`config.mk`:
```
export PLATFORM = sky130hd
export DESIGN_NAME = cussen_repeat
export DESIGN_NICKNAME = d
export VERILOG_FILES = /design/src/rtl/cussen_repeat.sv
export SDC_FILE = /design/constraint.sdc
export NUM_CORES = 1
export LEC_CHECK = 0
export BUFFER_PORTS_ARGS = -buffer_cell sky130_fd_sc_hd__buf_2
export CORE_MARGIN = 1.5
export CORE_UTILIZATION = 55
export CTS_CLUSTER_DIAMETER = 200
export DETAILED_ROUTE_END_ITERATION = 6
export PLACE_DENSITY = 0.78
export SLEW_MARGIN = 20
export SYNTH_ARGS = -nofsm -noshare
export SYNTH_HDL_FRONTEND = slang
export SYNTH_HIERARCHICAL = 1
export SYNTH_SLANG_ARGS = --single-unit
```
`constraint.sdc`:
```
create_clock -name clk -period 8.25 [get_ports clk]
set_clock_uncertainty 0.2 [all_clocks]
set_input_delay 2.0625 -clock clk [delete_from_list [all_inputs] [get_ports clk]]
set_output_delay 2.0625 -clock clk [all_outputs]
set_load 0.01 [all_outputs]
```
`src/rtl/cussen_repeat.sv`:
```
// Nine-entry byte sorter: load, nine odd-even transposition passes, publish the
// sorted vector and scalar times distinct-count. Free-running, 11 clocks per frame.

module cussen_cswap (
  input  logic [7:0] a,
  input  logic [7:0] b,
  output logic [7:0] lo,
  output logic [7:0] hi
);
  // Equal values pass straight through (no swap).
  assign lo = (a > b) ? b : a;
  assign hi = (a > b) ? a : b;
endmodule

module cussen_repeat (
  input  logic       clk,
  input  logic       rst,
  input  logic [7:0] in1,
  input  logic [7:0] in2,
  input  logic [7:0] in3,
  input  logic [7:0] in4,
  input  logic [7:0] in5,
  input  logic [7:0] in6,
  input  logic [7:0] in7,
  input  logic [7:0] in8,
  input  logic [7:0] in9,
  input  logic [7:0] scalar,
  output logic [7:0] out1,
  output logic [7:0] out2,
  output logic [7:0] out3,
  output logic [7:0] out4,
  output logic [7:0] out5,
  output logic [7:0] out6,
  output logic [7:0] out7,
  output logic [7:0] out8,
  output logic [7:0] out9,
  output logic [7:0] product
);

  typedef enum logic [1:0] {
    ST_LOAD    = 2'd0,
    ST_SORT    = 2'd1,
    ST_PUBLISH = 2'd2
  } state_t;

  state_t           state_q, state_d;
  logic [8:0][7:0]  w_q, w_d;
  logic [8:0][7:0]  out_q, out_d;
  logic [7:0]       scalar_q, scalar_d;
  logic [7:0]       product_q, product_d;
  logic [3:0]       pass_q, pass_d;

  logic [7:0][7:0]  lo, hi;
  logic [3:0]       distinct;
  logic [7:0]       scaled;

  // One comparator per adjacent pair; each pass picks the odd or even subset.
  for (genvar i = 0; i < 8; i++) begin : g_cs
    cussen_cswap u_cs (
      .a  (w_q[i]),
      .b  (w_q[i+1]),
      .lo (lo[i]),
      .hi (hi[i])
    );
  end

  always_comb begin
    distinct = 4'd1;
    for (int i = 0; i < 8; i++)
      if (w_q[i] != w_q[i+1]) distinct = distinct + 4'd1;
  end

  // 8-bit context keeps only the low byte of the product.
  assign scaled = scalar_q * {4'd0, distinct};

  always_ff @(posedge clk) begin
    if (rst) state_q <= ST_LOAD;
    else     state_q <= state_d;
  end

  always_comb begin
    state_d = state_q;
    case (state_q)
      ST_LOAD:    state_d = ST_SORT;
      ST_SORT:    if (pass_q == 4'd8) state_d = ST_PUBLISH;
      ST_PUBLISH: state_d = ST_LOAD;
      default:    state_d = ST_LOAD;
    endcase
  end

  always_comb begin
    w_d       = w_q;
    out_d     = out_q;
    scalar_d  = scalar_q;
    product_d = product_q;
    pass_d    = pass_q;
    case (state_q)
      ST_LOAD: begin
        w_d      = {in9, in8, in7, in6, in5, in4, in3, in2, in1};
        scalar_d = scalar;
        pass_d   = 4'd0;
      end
      ST_SORT: begin
        // pass_q counts completed passes, so even pass_q means an odd pass.
        if (!pass_q[0]) begin
          for (int i = 0; i < 8; i += 2) begin
            w_d[i]   = lo[i];
            w_d[i+1] = hi[i];
          end
        end else begin
          for (int i = 1; i < 8; i += 2) begin
            w_d[i]   = lo[i];
            w_d[i+1] = hi[i];
          end
        end
        pass_d = pass_q + 4'd1;
      end
      ST_PUBLISH: begin
        out_d     = w_q;
        product_d = scaled;
      end
      default: ;
    endcase
  end

  always_ff @(posedge clk) begin
    if (rst) begin
      w_q       <= '0;
      out_q     <= '0;
      scalar_q  <= '0;
      product_q <= '0;
      pass_q    <= '0;
    end else begin
      w_q       <= w_d;
      out_q     <= out_d;
      scalar_q  <= scalar_d;
      product_q <= product_d;
      pass_q    <= pass_d;
    end
  end

  assign out1    = out_q[0];
  assign out2    = out_q[1];
  assign out3    = out_q[2];
  assign out4    = out_q[3];
  assign out5    = out_q[4];
  assign out6    = out_q[5];
  assign out7    = out_q[6];
  assign out8    = out_q[7];
  assign out9    = out_q[8];
  assign product = product_q;

endmodule

```
==> results of run 1 <==
power by group through the flow:
stage | Clock [uW] | Sequential (uW) | Combinational [uW]
after floorplan | 0 | 936 | 1250
after global placement | 0 | 970 | 1370
after detailed placement | 0 | 976 | 1410
after CTS | 791 | 957 | 1420
after global routing | 822 | 969 | 1570
final | 785 | 961 | 1420
layout make-up:
class	count	area (um2)	share of cell area [%]
Clock inverter	13	123	0.869
Inverter	86	323	2.29
Clock buffer	18	429	3.04
Tap cell	285	357	2.53
Multi-Input combinational cell	1114	8620	61.1
Timing Repair Buffer	175	913	6.48
Sequential cell	166	3330	23.6
how the worst max path moves through the flow:
stage,from,to,slack (ps),depth (start not counted)
after global routing,w_q[11],product[7],3,30
after floorplan,w_q[20],product[7],1330,31
after global placement,w_q[8],product[7],860,30
after CTS,w_q[8],product[7],600,30
final,w_q[8],product[7],600,30
after detailed placement,w_q[8],product[7],660,30
flip-flops by register name, indices dropped and copies added, names as in the netlist:
signal / count
out7: 8
out9: 8
state_q: 2
out8: 8
out3: 8
out2: 8
scalar_q: 8
out5: 8
pass_q: 4
out6: 8
w_q: 72
product: 8
out4: 8
out1: 8
critical path, delay by kind of cell (launching register included):
family,cells,cell delay (ps)
mux,1,290
fa+ha+maj,6,2480
flops,1,570
simple gates,7,1340
buf+inv,1,60
compound gates,7,1040
xor+xnor,8,1570
kinds of logic (layout without fill, tap and decap cells):
| logic type | after synthesis | count (layout) |
|---|---|---|
| compound gates | 315 | 315 |
| xor+xnor | 86 | 86 |
| fa+ha+maj | 91 | 91 |
| buf+inv | 173 | 292 |
| flops | 166 | 166 |
| mux | 204 | 204 |
| simple gates | 418 | 418 |
layout by cell type, fill, tap and decap left out, types with 51 or more instances in the layout:
cell | netlist | layout
xnor2_1 | 69 | 69
a21oi_1 | 175 | 173
buf_2 | 1 | 160
ha_1 | 81 | 81
mux2_4 | 80 | 80
nor2_1 | 144 | 144
nand2_1 | 194 | 194
a211oi_1 | 74 | 74
dfxtp_1 | 166 | 163
mux2_2 | 51 | 51
inv_1 | 86 | 86
mux2i_1 | 73 | 73
per-stage QoR:
stage               util, %  hold slack, ps  instances
CTS                    62.3             252       1857
detailed placement     59.8             242       1826
finish                 62.3             251       1857
global route           62.3             266       1857
global placement       59.8             238       1826
floorplan                 -             262       1453
layer usage:
layer  wire length, um  vias up  global-route usage (%)
li1                  -     5249                       -
met1             14400     5051                    33.5
met2             15700      304                    47.7
met3              1600       53                    4.87
met4               695        0                    8.70
met5                 0        -                       0
==> flow_summary_export.csv, run 1 <==
group,metric,value,unit
outcome,status,"finished, final reports clean",
pwr,p_leak,0.00600,uW
cts,ctsResizeCount,0,
yosys,synth_fa_ha_area_share,9.55,%
yosys,yosys.area_share.simple,15.1,%
floorplanning,rows,55,
worst_setup_path,worstPathRequired,8420,ps
floorplanning,fp.dieW,155,um
placement,pre_cts_slack,657,ps
placement,post_dp_cell_area,13500,um2
placement,portBuffers,161,
sta,hold_viol,0,
pwr,ir_worst_vdd,0.000145,V
yosys,synth_mux_area_share,19.7,%
sta,fin_crit_sh,92.7,%
global_route,grt_pass1_vias,10551,
yosys,synthCells,1453,
global_route,antenna_found_initial,0,
min_path,hold_path.class,"register to register",
worst_setup_path,r2r_slack,600,ps
yosys,synth_top_family_by_area,"multiplexers",
pwr,internal_power,1980,uW
worst_setup_path,critPathKind,"register to register",
pwr,power.switching,1190,uW
global_route,grt_pass1_wl,52.8,mm
yosys,synth_fp_nets,1626,
min_path,min_path_cells,2,
yosys,async_reset_ff_share,0,%
yosys,yosys_register_bits,166,
yosys,synth_common_cells,"nand2_1 (194), a21oi_1 (175), dfxtp_1 (166)",
min_path,hold-path-endpoint,"product[0]",
layout,num-nets-final,1733,
floorplanning,initial_core_util,56.2,%
sta,finalSetupTns,0,ps
pwr,p_comb_share,44.9,%
cts,tritoncts,"done",
layout,diodes,0,
cts,htree_num_levels,4,
floorplanning,die_h,155,um
cts,clk_pin_slew,70,ps
worst_setup_path,r2r_cells,30,
yosys,seq_area_frac_synth,26.1,%
sta,max_slew_margin,35.6,%
routing,viasPerCell,5.74,
yosys,synth_ff_type,"dfxtp_1",
yosys,synth.area.top_cells,"dfxtp_1 (26%), mux2_4 (9.4%), ha_1 (8.0%)",
cts,cts_buffers,17,
yosys,yosysMostFrequentCell,"nand2_1",
worst_setup_path,max_stage_delay,600,ps
worst_setup_path,cp-start-kind,"register",
routing,drt_pre_antenna_iters,5,
routing,dr_total_vias,10657,
pwr,p_sw_share,37.4,%
worst_setup_path,r2r_end,"product[7]",
pwr,p_per_area,225,nW/um2
layout,syn2layout_area_growth,10.9,%
pwr,power.total,3170,uW
yosys,synth_xor_xnor_area_share,6.47,%
sta,setup_slack,601,ps
yosys,yosys_warnings,6,
worst_setup_path,cp-end-kind,"register",
placement,hpwl,22.1,mm
cts,clk_latency,450,ps
placement,gp_congestion,0.901,
worst_setup_path,critical_path_arrival,7820,ps
job,timing.max_cap.violations,0,
cts,cts_buffer_depth,2,
worst_setup_path,rr_startpoint,"w_q[8]",
sta,finalMaxSlewViolations,0,
layout,fin_area,14100,um2
layout,nFillCells,1913,
worst_setup_path,cp_common_cell,"xnor2_1",
cts,cts_setup_buffers,0,
sta,setup_viol_count_final,0,
cts,root_buffer,"clkbuf_16",
routing,routedWlPerCell,17.4,um
global_route,grt-ovfl-total,0,
routing,drt-total-wl,32.4,mm
layout,drive_above_1_share,26.0,%
yosys,synth-edff-count,0,
yosys,synth_top_area_share,26.1,%
floorplanning,die-area,24000,um2
global_route,grt_use_total,27.1,%
yosys,synth_top_cell_by_area,"dfxtp_1",
cts,cts.sinks,166,
sta,rsz0062_at_grt,"false",
routing,ant_nets,0,
worst_setup_path,worst-path-max-fanout,10,
global_route,grt_max_degree,92,
min_path,min_from,"product[0]",
pwr,seqPwrFrac,30.3,%
pwr,power_frac_clock,24.8,%
yosys,avgSynthCellArea,8.75,um2
yosys,synth_compound_area_share,16.8,%
yosys,netlist-cell-type-count,62,
routing,drc,0,
sta,worstMarginPinSlew,966,ps
sta,min_period,7650,ps
routing,dr.first_iter.drc_count,557,
sta,max_freq,131,MHz
floorplanning,ioPinCount,162,
floorplanning,core,22600,um2
yosys,syn_area,12700,um2
worst_setup_path,slowest_stage,"fa_1",
cts,cts_hold_buffers,0,
(Power assumes the default switching activity.)
==> run 2, diff against run 1 <==
- REMOVE_ABC_BUFFERS: unset -> 1
==> run 2 against run 1 <==
  * Clock power fell by 1%
  * Sequential share of layout area is 0.059 points higher
  * Flip-flop and latch count did not move
  * Critical path depth unchanged
  * Power about the same
  * Critical endpoint unchanged
  * Highest routed layer unchanged
==> flow_summary_export.csv, run 2 (synthesis results as in run 1) <==
group,metric,value,unit
global_route,grt-ovfl-total,0,
layout,syn2layout_area_growth,11.3,%
worst_setup_path,slowest_stage,"fa_1",
cts,cts.sinks,166,
cts,cts_hold_buffers,0,
floorplanning,die-area,24000,um2
worst_setup_path,worstSetupPathDepth,30,
cts,clk_pin_slew,70,ps
layout,num-nets-final,1736,
pwr,p_leak,0.00603,uW
cts,tritoncts,"done",
sta,worstMarginPinSlew,1180,ps
floorplanning,fp.dieW,155,um
placement,portBuffers,161,
outcome,status,"finished, final reports clean",
sta,max_slew_margin,21.5,%
worst_setup_path,worstPathRequired,8360,ps
routing,ant_nets,0,
sta,fin_crit_sh,94.1,%
pwr,p_per_area,224,nW/um2
sta,hold_viol,0,
global_route,grt_pass1_wl,51.6,mm
worst_setup_path,cp_top_family,"adder cells",
layout,nFillCells,1928,
placement,post_dp_cell_area,13600,um2
routing,viasPerCell,5.73,
routing,dr.first_iter.drc_count,588,
global_route,grt_max_degree,96,
cts,root_buffer,"clkbuf_16",
cts,clk_latency,440,ps
routing,dr_total_vias,10666,
cts,cts_buffers,17,
layout,largest_reg_flops,72,
sta,setup_slack,486,ps
worst_setup_path,cp_common_cell,"xnor2_1",
job,timing.max_cap.violations,0,
worst_setup_path,max_stage_delay,580,ps
placement,hpwl,21.6,mm
sta,hold-worst-slack,251,ps
worst_setup_path,worst-path-buf-inv,1,
worst_setup_path,worst-path-max-fanout,10,
worst_setup_path,cp-end-kind,"register",
pwr,power.total,3170,uW
pwr,ir_worst_vdd,0.000128,V
sta,max_freq,129,MHz
sta,setup_viol_count_final,0,
layout,largest-register,"w_q",
worst_setup_path,critPathKind,"register to register",
placement,gp_congestion,0.939,
routing,drt-total-wl,31.4,mm
floorplanning,die_h,155,um
floorplanning,rows,55,
cts,htree_num_levels,4,
placement,pre_cts_slack,583,ps
layout,diodes,0,
floorplanning,core,22600,um2
global_route,antenna_found_initial,0,
min_path,min_path_cells,2,
floorplanning,initial_core_util,56.2,%
worst_setup_path,r2r_cells,30,
worst_setup_path,critical_path_arrival,7870,ps
routing,drc,0,
cts,cts_buffer_depth,2,
routing,routedWlPerCell,16.9,um
floorplanning,ioPinCount,162,
sta,finalMaxSlewViolations,0,
global_route,grt_pass1_vias,10518,
layout,fin_area,14100,um2
global_route,grt_use_total,26.4,%
min_path,hold_path.class,"register to register",
layout,final_common_cell,"nand2_1",
worst_setup_path,cp-start-kind,"register",
routing,drt_pre_antenna_iters,5,
sta,min_period,7760,ps
layout,mostFrequentLayoutCells,"nand2_1 (194), a21oi_1 (174), buf_2 (160), dfxtp_1 (148), nor2_1 (143)",
layout,drive_above_1_share,27.1,%
## run 2: worst paths after layout
check | startpoint | endpoint | slack [ps]
worst max-delay path | w_q[9] | product[7] | 490
worst min-delay path | out8[4] | out8[4] | 250
worst max register to register | w_q[9] | product[7] | 490
worst min register to register | out8[4] | out8[4] | 250
## run 2: routing by layer
layer,GRT usage (%),routed length (um),vias to the layer above,share of wire (%)
li1,-,-,5258,-
met1,32.7,13800,5068,44
met2,46.4,15600,282,50
met3,4.23,1380,58,4.4
met4,8.93,643,0,2.0
met5,0,0,-,0
## run 2: cell type report
cell class              instances  area (um2)  share of cell area (%)
flip-flops and latches        166        3350                    23.7
inverters                      86         323                    2.28
repair buffers                178         936                    6.62
clock buffers                  18         429                    3.03
well taps                     285         357                    2.52
clock inverters                14         126                   0.893
multi-input cells            1114        8620                    60.9
## run 2: what timing repair did
item / 4_1_cts / 5_1_grt
resized for setup: 0 / 16
buffers inserted: 0 / 0
endpoints found under the setup margin: 0 / 1
## run 2: metrics by stage
step	TNS, ps	std cells	utilization [%]
after CTS	0	1861	62.4
after global placement	0	1829	59.9
after global routing	-8.75	1861	62.5
after detailed placement	0	1829	59.9
after floorplan	0	1366	-
final	0	1861	62.5
## run 2: tightest hold or removal path: cells and delay by family, from the launching register on
kind / cells / cell delay [ps]
AOI/OAI and AO/OA: 1 / 50
DFF: 1 / 310
and+or+nand+nor: 1 / 50
## run 2: power breakdown
| part | switching (uW) | total, uW | internal [uW] |
|---|---|---|---|
| Clock | 358 | 777 | 418 |
| Sequential | 113 | 957 | 844 |
| Combinational | 712 | 1440 | 727 |
==> run 3, diff against run 2 <==
- CORE_UTILIZATION: 55 -> 50
- PLACE_DENSITY: 0.78 -> 0.72
==> run 3 against run 2 <==
  * Global-route usage is 2.5 points lower
  * Hold slack worse by 2.7 ps
  * Sequential share of layout area is 0.31 points lower
  * Setup slack better by 130 ps
  * Die area is 9.8% higher
  * Clock power is 9.1% higher
  * Combinational power hardly changed
  * Clock-buffer cell count is 3 higher
  * Via count is 0.17% lower
  * Maximum frequency is 1.7% higher
  * Critical path depth is 1 higher
  * Flip-flop and latch count stayed put
  * Largest power group unchanged
==> flow_summary_export.csv, run 3 (synthesis results as in run 1) <==
group,metric,value,unit
outcome,status,"finished, final reports clean",
sta,finalSetupTns,0,ps
job,timing.max_cap.violations,0,
sta,fin_crit_sh,92.5,%
worst_setup_path,slowest_stage,"fa_1",
worst_setup_path,cp-end-kind,"register",
cts,clk_pin_slew,70,ps
cts,cts_buffers,17,
floorplanning,die_h,162,um
global_route,grt_pass1_wl,51.2,mm
floorplanning,fp.dieW,162,um
worst_setup_path,max_stage_delay,600,ps
placement,gp_congestion,0.859,
placement,post_dp_cell_area,13600,um2
pwr,p_leak,0.00606,uW
routing,dr.first_iter.drc_count,685,
global_route,grt_max_degree,103,
layout,final_common_cell,"nand2_1",
layout,num-nets-final,1736,
global_route,grt-ovfl-total,0,
worst_setup_path,critical_path_arrival,7800,ps
layout,largest_reg_flops,72,
routing,drc,0,
routing,viasPerCell,5.58,
routing,dr_total_vias,10648,
cts,clk_latency,430,ps
global_route,grt_use_total,23.9,%
cts,ctsResizeCount,0,
floorplanning,core,25000,um2
worst_setup_path,rr_startpoint,"w_q[10]",
layout,largest-register,"w_q",
pwr,p_per_area,226,nW/um2
worst_setup_path,startpoint,"w_q[10]",
sta,max_slew_margin,25.5,%
pwr,power.total,3220,uW
min_path,hold_path.class,"register to register",
layout,drive_above_1_share,26.1,%
cts,cts.sinks,166,
worst_setup_path,cp-start-kind,"register",
cts,cts_setup_buffers,0,
routing,routedWlPerCell,16.5,um
global_route,grt_pass1_vias,10305,
worst_setup_path,worst-path-max-fanout,10,
layout,fin_area,14300,um2
cts,root_buffer,"clkbuf_16",
sta,finalMaxSlewViolations,0,
layout,finalNonFillerCells,1907,
placement,dp_cells,1874,
layout,mostFrequentLayoutCells,"nand2_1 (194), a21oi_1 (173), dfxtp_1 (163), buf_2 (160), nor2_1 (144)",
floorplanning,die-area,26400,um2
cts,htree_num_levels,4,
routing,ant_nets,0,
sta,min_period,7630,ps
layout,syn2layout_area_growth,12.1,%
global_route,met3_usage,3.64,%
cts,cts_buffer_depth,2,
placement,hpwl,21.6,mm
global_route,use_met2,42.3,%
routing,drt_pre_antenna_iters,5,
layout,nFillCells,2320,
sta,hold_viol,0,
cts,cts_hold_buffers,0,
worst_setup_path,worstPathRequired,8420,ps
sta,max_freq,131,MHz
floorplanning,ioPinCount,162,
placement,pre_cts_slack,641,ps
sta,setup_slack,615,ps
sta,setup_viol_count_final,0,
worst_setup_path,critPathKind,"register to register",
worst_setup_path,cp_common_cell,"xnor2_1",
sta,worstMarginPinSlew,1120,ps
floorplanning,initial_core_util,50.8,%
global_route,antenna_found_initial,1,
global_route,grt_use_met1,30.0,%
placement,portBuffers,161,
sta,rsz0062_at_grt,"false",
min_path,min_from,"product[0]",
floorplanning,rows,58,
cts,tritoncts,"done",
global_route,top_usage_layer,"met2",
routing,drt-total-wl,31.5,mm
pwr,ir_worst_vdd,0.000118,V
## run 3: cell types whose count changed in the layout (fill, tap and decap cells not counted), sizes merged
cell / before / now
inv: 91 / 87
clkbuf: 18 / 21
bufinv: 1 / 3
clkinvlp: 3 / 2
diode: 0 / 1
## run 3: power by group
part	internal (uW)	leakage, uW	switching (uW)
sequential	842	0.00136	112
combinational	726	0.00440	696
clock	501	0.000299	347
total	2070	0.00606	1150
## run 3: metal layers
metal,wire [um],up-vias
met1,14100,5106
met5,0,-
li1,-,5268
met4,532,0
met2,15600,235
met3,1260,39
## run 3: path summary, 6_finish.rpt
check                           depth (start not counted)          to  slack (ps)
worst max-delay path                                   31  product[7]         620
worst min-delay path                                    2  product[0]         250
worst max register to register                         31  product[7]         620
worst min register to register                          2  product[0]         250
## run 3: critical path: cells and delay by family (launching register included)
family / cells / cell delay [ps]
AO/OA/AOI/OAI: 9 / 1360
XOR/XNOR: 6 / 1080
adder cells (fa/ha/maj): 6 / 2530
buffers and inverters: 2 / 130
flip-flops: 1 / 550
AND/OR/NAND/NOR: 8 / 1720
## run 3: area by class of cell
cell class / instances / area, um2 / share of cell area (%)
clock buffers: 21 / 470 / 3.30
inverters: 86 / 323 / 2.26
well taps: 330 / 413 / 2.90
clock inverters: 11 / 146 / 1.03
multi-input cells: 1114 / 8620 / 60.5
flip-flops and latches: 166 / 3330 / 23.4
repair buffers: 178 / 940 / 6.59
diodes: 1 / 2.50 / 0.0176
## run 3: through the flow
step | utilization (%) | hold slack, ps
4_1_cts | 56.9 | 252
2_1_floorplan | - | 256
6_report | 56.9 | 248
5_1_grt | 56.9 | 267
3_5_place_dp | 54.4 | 244
3_3_place_gp | 54.4 | 239
